**src/rtl/ddr_iod_pkg.sv**
```systemverilog
`default_nettype none
// ============================================================================
// Module   : ddr_iod_pkg
// Brief    : Shared encodings for the IOD delay-line controller.
// Revision : 1.0 - initial release
// ============================================================================
package ddr_iod_pkg;

    localparam logic [1:0] CMD_LOAD = 2'b00;
    localparam logic [1:0] CMD_INC  = 2'b01;
    localparam logic [1:0] CMD_DEC  = 2'b10;
    localparam logic [1:0] CMD_SET  = 2'b11;

    localparam logic [1:0] ST_OK        = 2'b00;
    localparam logic [1:0] ST_CLAMPED   = 2'b01;
    localparam logic [1:0] ST_IOD_RANGE = 2'b10;

    typedef enum logic [2:0] {
        S_IDLE    = 3'd0,
        S_SETUP   = 3'd1,
        S_MOVE    = 3'd2,
        S_SETTLE  = 3'd3,
        S_LOAD    = 3'd4,
        S_LSETTLE = 3'd5,
        S_DONE    = 3'd6
    } state_t;

endpackage
`default_nettype wire

```
**src/rtl/ddr_iod_step_timer.sv**
```systemverilog
`default_nettype none
// ============================================================================
// Module   : ddr_iod_step_timer
// Brief    : Loadable settle down-counter; last is high in the final settle cycle.
// Revision : 1.0 - initial release
// ============================================================================
module ddr_iod_step_timer import ddr_iod_pkg::*; #(
    parameter int SETTLE_CYCLES = 4
) (
    input  logic clk,
    input  logic rst,
    input  logic load,
    output logic last
);

    localparam int CNT_W = (SETTLE_CYCLES > 1) ? $clog2(SETTLE_CYCLES) : 1;
    localparam logic [CNT_W-1:0] c_reload = CNT_W'(SETTLE_CYCLES - 1);

    logic [CNT_W-1:0] r_count;

    // Loaded during the pulse cycle so the first settle cycle already sees the full count.
    always_ff @(posedge clk) begin
        if (rst) begin
            r_count <= '0;
        end else if (load) begin
            r_count <= c_reload;
        end else if (r_count != '0) begin
            r_count <= r_count - 1'b1;
        end
    end

    assign last = (r_count == '0);

endmodule
`default_nettype wire

```
**src/rtl/ddr_iod_delay_ctrl.sv**
```systemverilog
`default_nettype none
// ============================================================================
// Module   : ddr_iod_delay_ctrl
// Brief    : Multi-lane IOD delay-line sequencer with shadow tap counts.
// Revision : 1.0 - initial release
// ============================================================================
module ddr_iod_delay_ctrl import ddr_iod_pkg::*; #(
    parameter int NUM_LANES     = 8,
    parameter int TAP_WIDTH     = 8,
    parameter int MAX_TAP       = 255,
    parameter int DEFAULT_TAP   = 1,
    parameter int SETTLE_CYCLES = 4,
    parameter int LANE_IDX_W    = (NUM_LANES > 1) ? $clog2(NUM_LANES) : 1
) (
    input  logic                           FAB_CLK,
    input  logic                           SYNC_RST,
    input  logic                           REQ_VALID,
    output logic                           REQ_READY,
    input  logic [LANE_IDX_W-1:0]          REQ_LANE,
    input  logic [1:0]                     REQ_CMD,
    input  logic [TAP_WIDTH-1:0]           REQ_ARG,
    output logic                           DONE,
    output logic [1:0]                     DONE_STATUS,
    output logic                           BUSY,
    output logic [NUM_LANES*TAP_WIDTH-1:0] TAP_VALUE,
    output logic [NUM_LANES-1:0]           DELAY_LINE_MOVE,
    output logic [NUM_LANES-1:0]           DELAY_LINE_DIRECTION,
    output logic [NUM_LANES-1:0]           DELAY_LINE_LOAD,
    input  logic [NUM_LANES-1:0]           DELAY_LINE_OUT_OF_RANGE
);

    localparam logic [TAP_WIDTH-1:0]  c_max_tap     = TAP_WIDTH'(MAX_TAP);
    localparam logic [TAP_WIDTH-1:0]  c_default_tap = TAP_WIDTH'(DEFAULT_TAP);
    localparam logic [LANE_IDX_W:0]   c_num_lanes   = (LANE_IDX_W+1)'(NUM_LANES);

    state_t                r_state;
    logic [LANE_IDX_W-1:0] r_lane;
    logic                  r_dir;
    logic [TAP_WIDTH-1:0]  r_steps;
    logic [1:0]            r_req_status;
    logic [TAP_WIDTH-1:0]  r_tap [NUM_LANES];
    logic [NUM_LANES-1:0]  r_move;
    logic [NUM_LANES-1:0]  r_dir_out;
    logic [NUM_LANES-1:0]  r_load;
    logic                  r_done;
    logic [1:0]            r_done_status;

    logic                  w_lane_ok;
    logic [LANE_IDX_W-1:0] w_lane_sel;
    logic [TAP_WIDTH-1:0]  w_tap_cur;
    logic [TAP_WIDTH-1:0]  w_headroom;
    logic [TAP_WIDTH-1:0]  w_target;
    logic [TAP_WIDTH-1:0]  w_steps;
    logic                  w_dir;
    logic                  w_clamped;
    logic                  w_timer_load;
    logic                  w_settle_last;

    assign w_lane_ok  = ({1'b0, REQ_LANE} < c_num_lanes);
    assign w_lane_sel = w_lane_ok ? REQ_LANE : '0;

    // Step count and direction from the selected lane's current shadow tap.
    always_comb begin
        w_tap_cur  = r_tap[w_lane_sel];
        w_headroom = c_max_tap - w_tap_cur;
        w_target   = '0;
        w_steps    = '0;
        w_dir      = 1'b0;
        w_clamped  = 1'b0;
        case (REQ_CMD)
            CMD_INC: begin
                w_dir = 1'b1;
                if (REQ_ARG > w_headroom) begin
                    w_clamped = 1'b1;
                    w_steps   = w_headroom;
                end else begin
                    w_steps = REQ_ARG;
                end
            end
            CMD_DEC: begin
                if (REQ_ARG > w_tap_cur) begin
                    w_clamped = 1'b1;
                    w_steps   = w_tap_cur;
                end else begin
                    w_steps = REQ_ARG;
                end
            end
            CMD_SET: begin
                w_clamped = ({1'b0, REQ_ARG} > {1'b0, c_max_tap});
                w_target  = w_clamped ? c_max_tap : REQ_ARG;
                w_dir     = (w_target > w_tap_cur);
                w_steps   = w_dir ? (w_target - w_tap_cur) : (w_tap_cur - w_target);
            end
            default: ;
        endcase
    end

    assign w_timer_load = (r_state == S_MOVE) || (r_state == S_LOAD);

    ddr_iod_step_timer #(
        .SETTLE_CYCLES (SETTLE_CYCLES)
    ) u_step_timer (
        .clk  (FAB_CLK),
        .rst  (SYNC_RST),
        .load (w_timer_load),
        .last (w_settle_last)
    );

    always_ff @(posedge FAB_CLK) begin
        if (SYNC_RST) begin
            r_state       <= S_IDLE;
            r_lane        <= '0;
            r_dir         <= 1'b0;
            r_steps       <= '0;
            r_req_status  <= ST_OK;
            r_move        <= '0;
            r_dir_out     <= '0;
            r_load        <= '0;
            r_done        <= 1'b0;
            r_done_status <= ST_OK;
            for (int i = 0; i < NUM_LANES; i++) r_tap[i] <= c_default_tap;
        end else begin
            r_move <= '0;
            r_load <= '0;
            r_done <= 1'b0;
            case (r_state)
                S_IDLE: begin
                    if (REQ_VALID) begin
                        r_lane       <= w_lane_sel;
                        r_dir        <= w_dir;
                        r_steps      <= w_steps;
                        r_req_status <= w_clamped ? ST_CLAMPED : ST_OK;
                        if (!w_lane_ok) begin
                            r_state       <= S_DONE;
                            r_done        <= 1'b1;
                            r_done_status <= ST_CLAMPED;
                        end else if (REQ_CMD == CMD_LOAD) begin
                            r_state              <= S_LOAD;
                            r_load[w_lane_sel]   <= 1'b1;
                        end else if (w_steps == '0) begin
                            r_state       <= S_DONE;
                            r_done        <= 1'b1;
                            r_done_status <= w_clamped ? ST_CLAMPED : ST_OK;
                        end else begin
                            r_state               <= S_SETUP;
                            r_dir_out[w_lane_sel] <= w_dir;
                        end
                    end
                end
                S_SETUP: begin
                    r_state        <= S_MOVE;
                    r_move[r_lane] <= 1'b1;
                end
                S_MOVE: begin
                    r_state       <= S_SETTLE;
                    r_steps       <= r_steps - 1'b1;
                    r_tap[r_lane] <= r_dir ? (r_tap[r_lane] + 1'b1) : (r_tap[r_lane] - 1'b1);
                end
                S_SETTLE: begin
                    if (w_settle_last) begin
                        // A range flag from the IOD ends the request even with steps left.
                        if (DELAY_LINE_OUT_OF_RANGE[r_lane]) begin
                            r_state       <= S_DONE;
                            r_done        <= 1'b1;
                            r_done_status <= ST_IOD_RANGE;
                            r_dir_out     <= '0;
                        end else if (r_steps != '0) begin
                            r_state        <= S_MOVE;
                            r_move[r_lane] <= 1'b1;
                        end else begin
                            r_state       <= S_DONE;
                            r_done        <= 1'b1;
                            r_done_status <= r_req_status;
                            r_dir_out     <= '0;
                        end
                    end
                end
                S_LOAD: begin
                    r_state       <= S_LSETTLE;
                    r_tap[r_lane] <= c_default_tap;
                end
                S_LSETTLE: begin
                    if (w_settle_last) begin
                        r_state       <= S_DONE;
                        r_done        <= 1'b1;
                        r_done_status <= ST_OK;
                    end
                end
                S_DONE: begin
                    r_state <= S_IDLE;
                end
                default: begin
                    r_state <= S_IDLE;
                end
            endcase
        end
    end

    for (genvar g = 0; g < NUM_LANES; g++) begin : g_tap_out
        assign TAP_VALUE[g*TAP_WIDTH +: TAP_WIDTH] = r_tap[g];
    end

    assign REQ_READY            = (r_state == S_IDLE) && !SYNC_RST;
    assign BUSY                 = (r_state != S_IDLE);
    assign DONE                 = r_done;
    assign DONE_STATUS          = r_done_status;
    assign DELAY_LINE_MOVE      = r_move;
    assign DELAY_LINE_DIRECTION = r_dir_out;
    assign DELAY_LINE_LOAD      = r_load;

endmodule
`default_nettype wire

```
**config.mk**
```make
export PLATFORM = sky130hd
export DESIGN_NAME = ddr_iod_delay_ctrl
export DESIGN_NICKNAME = d
export VERILOG_FILES = /design/src/rtl/ddr_iod_pkg.sv /design/src/rtl/ddr_iod_step_timer.sv /design/src/rtl/ddr_iod_delay_ctrl.sv
export SDC_FILE = /design/constraint.sdc
export NUM_CORES = 1
export LEC_CHECK = 0
export ABC_AREA = 1
export CAP_MARGIN = 20
export CORE_ASPECT_RATIO = 1.25
export CORE_MARGIN = 3
export CORE_UTILIZATION = 40
export CTS_BUF_LIST = sky130_fd_sc_hd__clkbuf_16
export CTS_CLUSTER_DIAMETER = 30
export CTS_CLUSTER_SIZE = 8
export DETAILED_ROUTE_END_ITERATION = 6
export HOLD_SLACK_MARGIN = 0.15
export PLACE_DENSITY = 0.59
export SETUP_SLACK_MARGIN = 0.05
export SYNTH_ARGS = -nofsm -noshare
export SYNTH_HDL_FRONTEND = slang
export SYNTH_SLANG_ARGS = --single-unit
```
**constraint.sdc**
```tcl
create_clock -name FAB_CLK -period 6.5 [get_ports FAB_CLK]
set_input_delay 0.975 -clock FAB_CLK [delete_from_list [all_inputs] [get_ports FAB_CLK]]
set_output_delay 0.975 -clock FAB_CLK [all_outputs]
set_load 0.01 [all_outputs]
```
Yosys cells after proc, flatten, opt, wreduce, memory -nomap -nowiden:

Memory sizes are Yosys's and may differ from the RTL's. A register that Yosys moved wholly into a read port is not among the register bits.
Cells that the tools add are included.
W data, S select, Z words.

* flip-flop bits (word level): 46
* RAM bits: 64
* output and inout port bits: 93
* memories: 1

* add/subtract/negate cells: 7
* order comparisons: 6
* equality and inequality tests: 15
* multiplexer cells: 70
* bitwise logic cells: 4
* reduce and logical (&&, ||, !) cells: 23

Memory list
* r_tap: depth 8, width 8, read ports 10, clocked after Yosys merged registers in 1, write ports 8, RTL line ddr_iod_delay_ctrl.sv:41 `logic [TAP_WIDTH-1:0] r_tap [NUM_LANES];`

Operators with widths (count)
* $mux W8: 16
* $pmux W8 S2: 3
* $mux W3: 10
* $pmux W8 S3: 1
* $mux W1: 22
* $mux W2: 9
* $pmux W3 S6: 1
* $gt A8 B8 Y1: 2
* $sub A8 B1 Y8 const B: 2
* $sub A8 B8 Y8: 2
* $add A8 B1 Y8 const B: 1
* $bwmux W8: 1
* $logic_not A8 Y1: 1
* $lt A3 B4 Y1 const B: 2
* $ne A2 B2 Y1 const B: 4
* $reduce_bool A2 Y1: 4
* $reduce_bool A8 Y1: 1
* $reduce_or A8 Y1: 1
* $sub A8 B8 Y8 const A: 1
* $reduce_and A7 Y1: 1
* $demux W1 S3: 2
* $eq A3 B2 Y1 const B: 2
* $eq A3 B3 Y1 const B: 2
* $ge A3 B1 Y1 const B: 2
* other kinds (22): 32

Depth between registers and ports, before layout:

An unclocked memory read counts as a cell.

* word-level depth: 10
* gate-level depth with buffers: 32
* depth with buffers taken out: 30

Modules after synthesis:

From an unflattened synthesis, not the netlist that was laid out.

* cells, all modules: 1095
* area, all modules: 7642.3 µm²

Modules (own cells, without submodules)
* ddr_iod_delay_ctrl: times used 1, cells each 1076, area each 7528.5 µm², seq. area each 2842.7 µm²
* ddr_iod_step_timer: times used 1, cells each 19, area each 113.9 µm², seq. area each 40.0 µm²

Least setup slack after synthesis:

No wires, ideal clock.

* path type: in2reg
* start point: input port REQ_LANE[0]
* end point: register r_done_status[0] (netlist: DONE_STATUS[0])
* arrival time: 3657 ps
* required time: 6387 ps
* slack: 2731 ps
* stages on the path: 28
* buffers on the path: 3
* cells stage by stage: buf_6 -> buf_2 -> o21ai_0 -> nand2_1 -> nand2_1 -> nand2_1 -> nand2_1 -> inv_1 -> fa_1 -> nand2_1 -> nand2_1 -> nand3_2 -> nand2_4 -> nand2_8 -> buf_12 -> nand3_2 -> nand3_2 -> nand3_2 -> nand2_1 -> nand2_2 -> nor2_4 -> nand2_2 -> nand2_1 -> nand2_2 -> nor2_2 -> nand2_1 -> nand2_1 -> nor2_1

* word-level cells in the longest chain between the ends: 10

RTL lines
* from (decl): RTL line ddr_iod_delay_ctrl.sv:19 `input logic [LANE_IDX_W-1:0] REQ_LANE,`
* $mem_v2 Z8 W8 *
* $sub A8 B8 Y8: RTL line ddr_iod_delay_ctrl.sv:65 `w_headroom = c_max_tap - w_tap_cur;`
* $gt A8 B8 Y1: RTL line ddr_iod_delay_ctrl.sv:73 `if (REQ_ARG > w_headroom) begin`
* $mux W1: RTL line ddr_iod_delay_ctrl.sv:73
* $pmux W1 S2: RTL line ddr_iod_delay_ctrl.sv:70 `case (REQ_CMD)`
* $mux W1: RTL line ddr_iod_delay_ctrl.sv:143 `r_done_status <= w_clamped ? ST_CLAMPED : ST_OK;`
* $mux W2: RTL line ddr_iod_delay_ctrl.sv:140 `end else if (w_steps == '0) begin`
* $mux W2: RTL line ddr_iod_delay_ctrl.sv:137 `end else if (REQ_CMD == CMD_LOAD) begin`
* $mux W2: RTL line ddr_iod_delay_ctrl.sv:128 `if (REQ_VALID) begin`
* $pmux W2 S3: RTL line ddr_iod_delay_ctrl.sv:126 `case (r_state)`
* to (signal assigned): RTL line ddr_iod_delay_ctrl.sv:143
* to (signal assigned): RTL line ddr_iod_delay_ctrl.sv:173 `r_done_status <= r_req_status;`
* to (decl): RTL line ddr_iod_delay_ctrl.sv:46 `logic [1:0] r_done_status;`

Mark *: on every way between the ends. The rest lies on a longest branch, timed or not. The select of a mux whose other input is x is not followed.
A chain may end at the register's enable or synchronous reset.

Worst setup path in the final report:

* start point: input port REQ_LANE[1]
* end point: register r_done_status[0] (netlist: DONE_STATUS[0])

Same word-level chain as after synthesis.

==> results by stage <==
Synthesis:
- The synthesized design devotes to its leading area cell type 24.8% of total area.
- The total nets after synthesis is 1,168.
- The synthesized design contains 64 enable-type register cells.
- Synthesis produced a netlist whose cell count is 1,102.
- Synthesis inferred 112 register bits.
- The mapped netlist covers 7750 um^2.
- Dividing the synthesized area by the synthesized cell count gives 7.03 um^2.
- Sorting the synthesized cells by area gives the leading types as edfxtp_1 (25%), nand2_1 (15%), dfxtp_1 (12%), nor2_1 (7.2%), ha_1 (6.3%).
- The share of synthesized flip-flops with an asynchronous set or reset is 0%.
- For this run, the number of Yosys warnings is 0.
- The commonest cells after synthesis are nand2_1 (313), nor2_1 (149), inv_1 (127), o21ai_0 (69), edfxtp_1 (64).
- The post-synthesis sequential area ratio is 37.2%.
- The count of cell types in the netlist is 49.
- The most used flip-flop cell after synthesis is edfxtp_1.
- The cell type contributing the most total cell area after synthesis is edfxtp_1.
- The most numerous cell in the Yosys netlist is nand2_1.

Floorplan:
- The total die area is 21,100 um^2.
- The total number of placement rows is 56.
- The top-level I/O count is 117.
- Measured along the y axis, the die boundary spans 162 um.
- From left edge to right edge, the die measures 130 um.
- The standard cell core area is 18,900 um^2.
- The effective utilization at floorplan is 41.0%.

STA:
- Counting I/O delays and the setup requirement, the final critical path takes 4.88 ns.
- At the pin with the least slew margin, the transition time is 1.03 ns.
- The setup violation total in the final timing report is 0.
- The accumulated negative setup slack is 0 ns.
- The tightest slew margin relative to the limit is 31.2%.
- The post-route fraction of the period consumed by the critical path is 75.1%.
- Setup repair after global routing left no endpoint under its margin.
- The final max-slew violation count is 0.
- The achievable frequency is 205 MHz.
- The setup clock skew after layout is 0.0103 ns.
- The final-report hold violation count is 0.
- The smallest setup slack after layout is 1.62 ns.

Clocking:
- The CTS root buffer is clkbuf_16.
- In this run the number of H-tree levels came out at 3.
- Gates resized during post-CTS repair numbered 0.
- The clock tree from TritonCTS is built.
- In this run the post-CTS setup repair buffer count came out at 0.
- The number of sinks handled by clock tree synthesis is 112.
- After clock tree synthesis, the clock-pin slew on the worst setup and hold paths is 0.08 ns.
- The number of hold buffers added after CTS was 0.
- The number of clock buffers added by TritonCTS is 9.
- Counting along the longest clock path gives a buffer depth of 2.
- Clock latency on the worst-skew pair, taken at its later pin, is 0.37 ns.

Cells and area:
- The fill cell total of the finished layout is 1,947.
- Compared with the post-synthesis result, the final layout area differs by 20.2%.
- The final design utilization is 49.2%.
- In the final design database the tool counted 1,260 nets.
- The layout cell share with drive strength beyond 1 is 5.92%.
- The number of antenna diodes in the final layout is 0.

Worst setup path:
- The largest driver fanout on the critical path is 22.
- In this design, the critical path's most frequently occurring cell is nand2_1.
- The maximum single-stage delay on the critical path is 0.55 ns.
- The standard cell with the maximum stage delay on the critical path is inv_1.
- Data arrives at the worst endpoint at 5.15 ns.
- The reg2reg setup slack is 2.64 ns.
- The nature of the critical path startpoint is an input port.
- The critical path starts at REQ_LANE[1].
- The required time of the critical path is 6.77 ns.
- The capture point of the worst reg-to-reg path is r_tap[5][5].
- Following the worst setup path forward leads to its endpoint at DONE_STATUS[0].
- The kind of end point of the critical path is a flop.
- The critical setup path kind is input port to flop.
- The number of cells on the worst reg-to-reg path is 16.

Drt:
- The final routed wire length divided by cell count is 16.9 um.
- The first routing iteration left 533 violations.
- The total DRC errors in the routed layout is 0.
- The average vias per placed instance is 5.24.
- The number of vias in the routed layout is 7,499.
- The aggregate routed wire length is 24.2 mm.
- Before antenna repair, the detailed router went through 5 iterations.
- The detail route stage leaves a number of antenna-violating nets equal to 0.

Pwr:
- Dividing total power by cell area gives a power density of 345 nW/um^2.
- IR analysis of the VDD net gives a maximum drop of 0.000165 V.
- The design draws 3.21 mW.
- For this design the static power due to leakage is 4.06 nW.

Global routing:
- The initial antenna violation count is 0.
- The maximum number of pins on one net before global-route repair is 39.
- For this run, the total global-route usage over all layers was measured as 23.2%.
- The first global-routing pass estimated 38.3 mm of wire.
- The via count of the first global-routing pass is 7,140.
- The global-route congestion overflow total is 0.

Placement:
- Routability-driven placement finished with a final weighted congestion of 0.911.
- The setup slack at placement is 1.28 ns.
- The detailed placement HPWL is 18.7 mm.
- Input and output buffers added on the ports amount to 116.

Status:
- The flow ran to the end, and the final reports show no timing, DRC or antenna violations.

Hold path:
- The type of the most critical hold path is flop to flop.

Flow run:
- Across the run, the number of max-cap violations was 0.
[routing by layer]
metal  vias to the layer above  wire length, um  GRT usage (%)
met5                         -                0              0
met4                         0              515           6.50
met3                        35             1100           3.87
met2                       222            12100           39.5
met1                      3478            10400           30.3
li1                       3764                -              -
[state kept, by name (all words and copies together) (netlist names), named ones only]
| name | cells |
|---|---|
| r_state | 3 |
| r_tap | 64 |
| r_steps | 8 |
| DONE | 1 |
| DELAY_LINE_LOAD | 8 |
| r_dir | 1 |
| DONE_STATUS | 2 |
| DELAY_LINE_MOVE | 8 |
| u_step_timer.r_count | 2 |
| r_lane | 3 |
| r_req_status | 1 |
| DELAY_LINE_DIRECTION | 8 |
[cells in the final DEF, fill, tap and decap left out, drive strengths merged]
master	netlist	routed
o221ai	1	1
nor2	153	153
nand4	23	23
buf	23	7
clkbuf	19	9
nand2	329	329
a21o	1	1
or2	6	6
o21ai	74	74
o211ai	5	5
a32oi	1	1
o21bai	2	2
xnor2	3	3
a211oi	3	3
xor2	3	3
nor3	27	27
o22ai	2	2
a21oi	56	56
o32ai	1	1
clkinv	2	3
clkdlybuf4s50	0	116
inv	131	136
nand3	70	70
fa	3	3
nor4	1	1
a31oi	11	11
dfxtp	48	48
edfxtp	64	64
a22oi	1	1
clkinvlp	0	1
ha	39	39
[area by class of cell]
type | count | area (um^2) | share of cell area, %
tap | 232 | 290 | 3.12
clock inverter | 7 | 70.1 | 0.752
sequential | 112 | 2880 | 31.0
multi-input combinational | 815 | 4130 | 44.3
inverter | 133 | 502 | 5.39
clock buffer | 9 | 225 | 2.42
timing repair buffer | 123 | 1210 | 13.0
[how the worst min path moves through the flow]
stage / cells after the start / startpoint / slack [ns] / end
finish: 2 / DELAY_LINE_DIRECTION[0] / 0.47 / DELAY_LINE_DIRECTION[0]
detailed placement: 2 / DELAY_LINE_DIRECTION[0] / 0.46 / DELAY_LINE_DIRECTION[0]
floorplan: 2 / u_step_timer.r_count[0] / 0.46 / u_step_timer.r_count[0]
CTS: 2 / DELAY_LINE_DIRECTION[0] / 0.48 / DELAY_LINE_DIRECTION[0]
global route: 2 / DELAY_LINE_DIRECTION[0] / 0.51 / DELAY_LINE_DIRECTION[0]
global placement: 2 / DELAY_LINE_DIRECTION[0] / 0.46 / DELAY_LINE_DIRECTION[0]
[where the power goes]
part / internal, mW / switching (mW)
Clock: 0.273 / 0.293
Combinational: 0.525 / 1.19
Sequential: 0.852 / 0.0762
Total: 1.65 / 1.56
[through the flow]
step / instances / hold slack (ns) / instance area [um^2]
6_report: 1431 / 0.473 / 9310
5_1_grt: 1431 / 0.508 / 9310
4_1_cts: 1431 / 0.477 / 9310
3_5_place_dp: 1415 / 0.464 / 9020
3_3_place_gp: 1415 / 0.463 / 9020
2_1_floorplan: 1102 / 0.458 / 7750
[kinds of logic after synthesis]
logic type	Yosys count	share of synthesized area (%)
and+or+nand+nor	609	34.2
buffers and inverters	175	9.49
AOI/OAI and AO/OA	158	11.3
DFF	112	37.2
adders and majority gates	42	7.07
xor gates and xnor gates	6	0.678
[worst max-delay path, delay by kind of cell]
family / cells / cell delay [ns]
buf+inv: 5 / 1.32
fa+ha+maj: 2 / 0.64
simple gates: 23 / 2.16
Note: power is estimated with default switching activity, not from simulation.
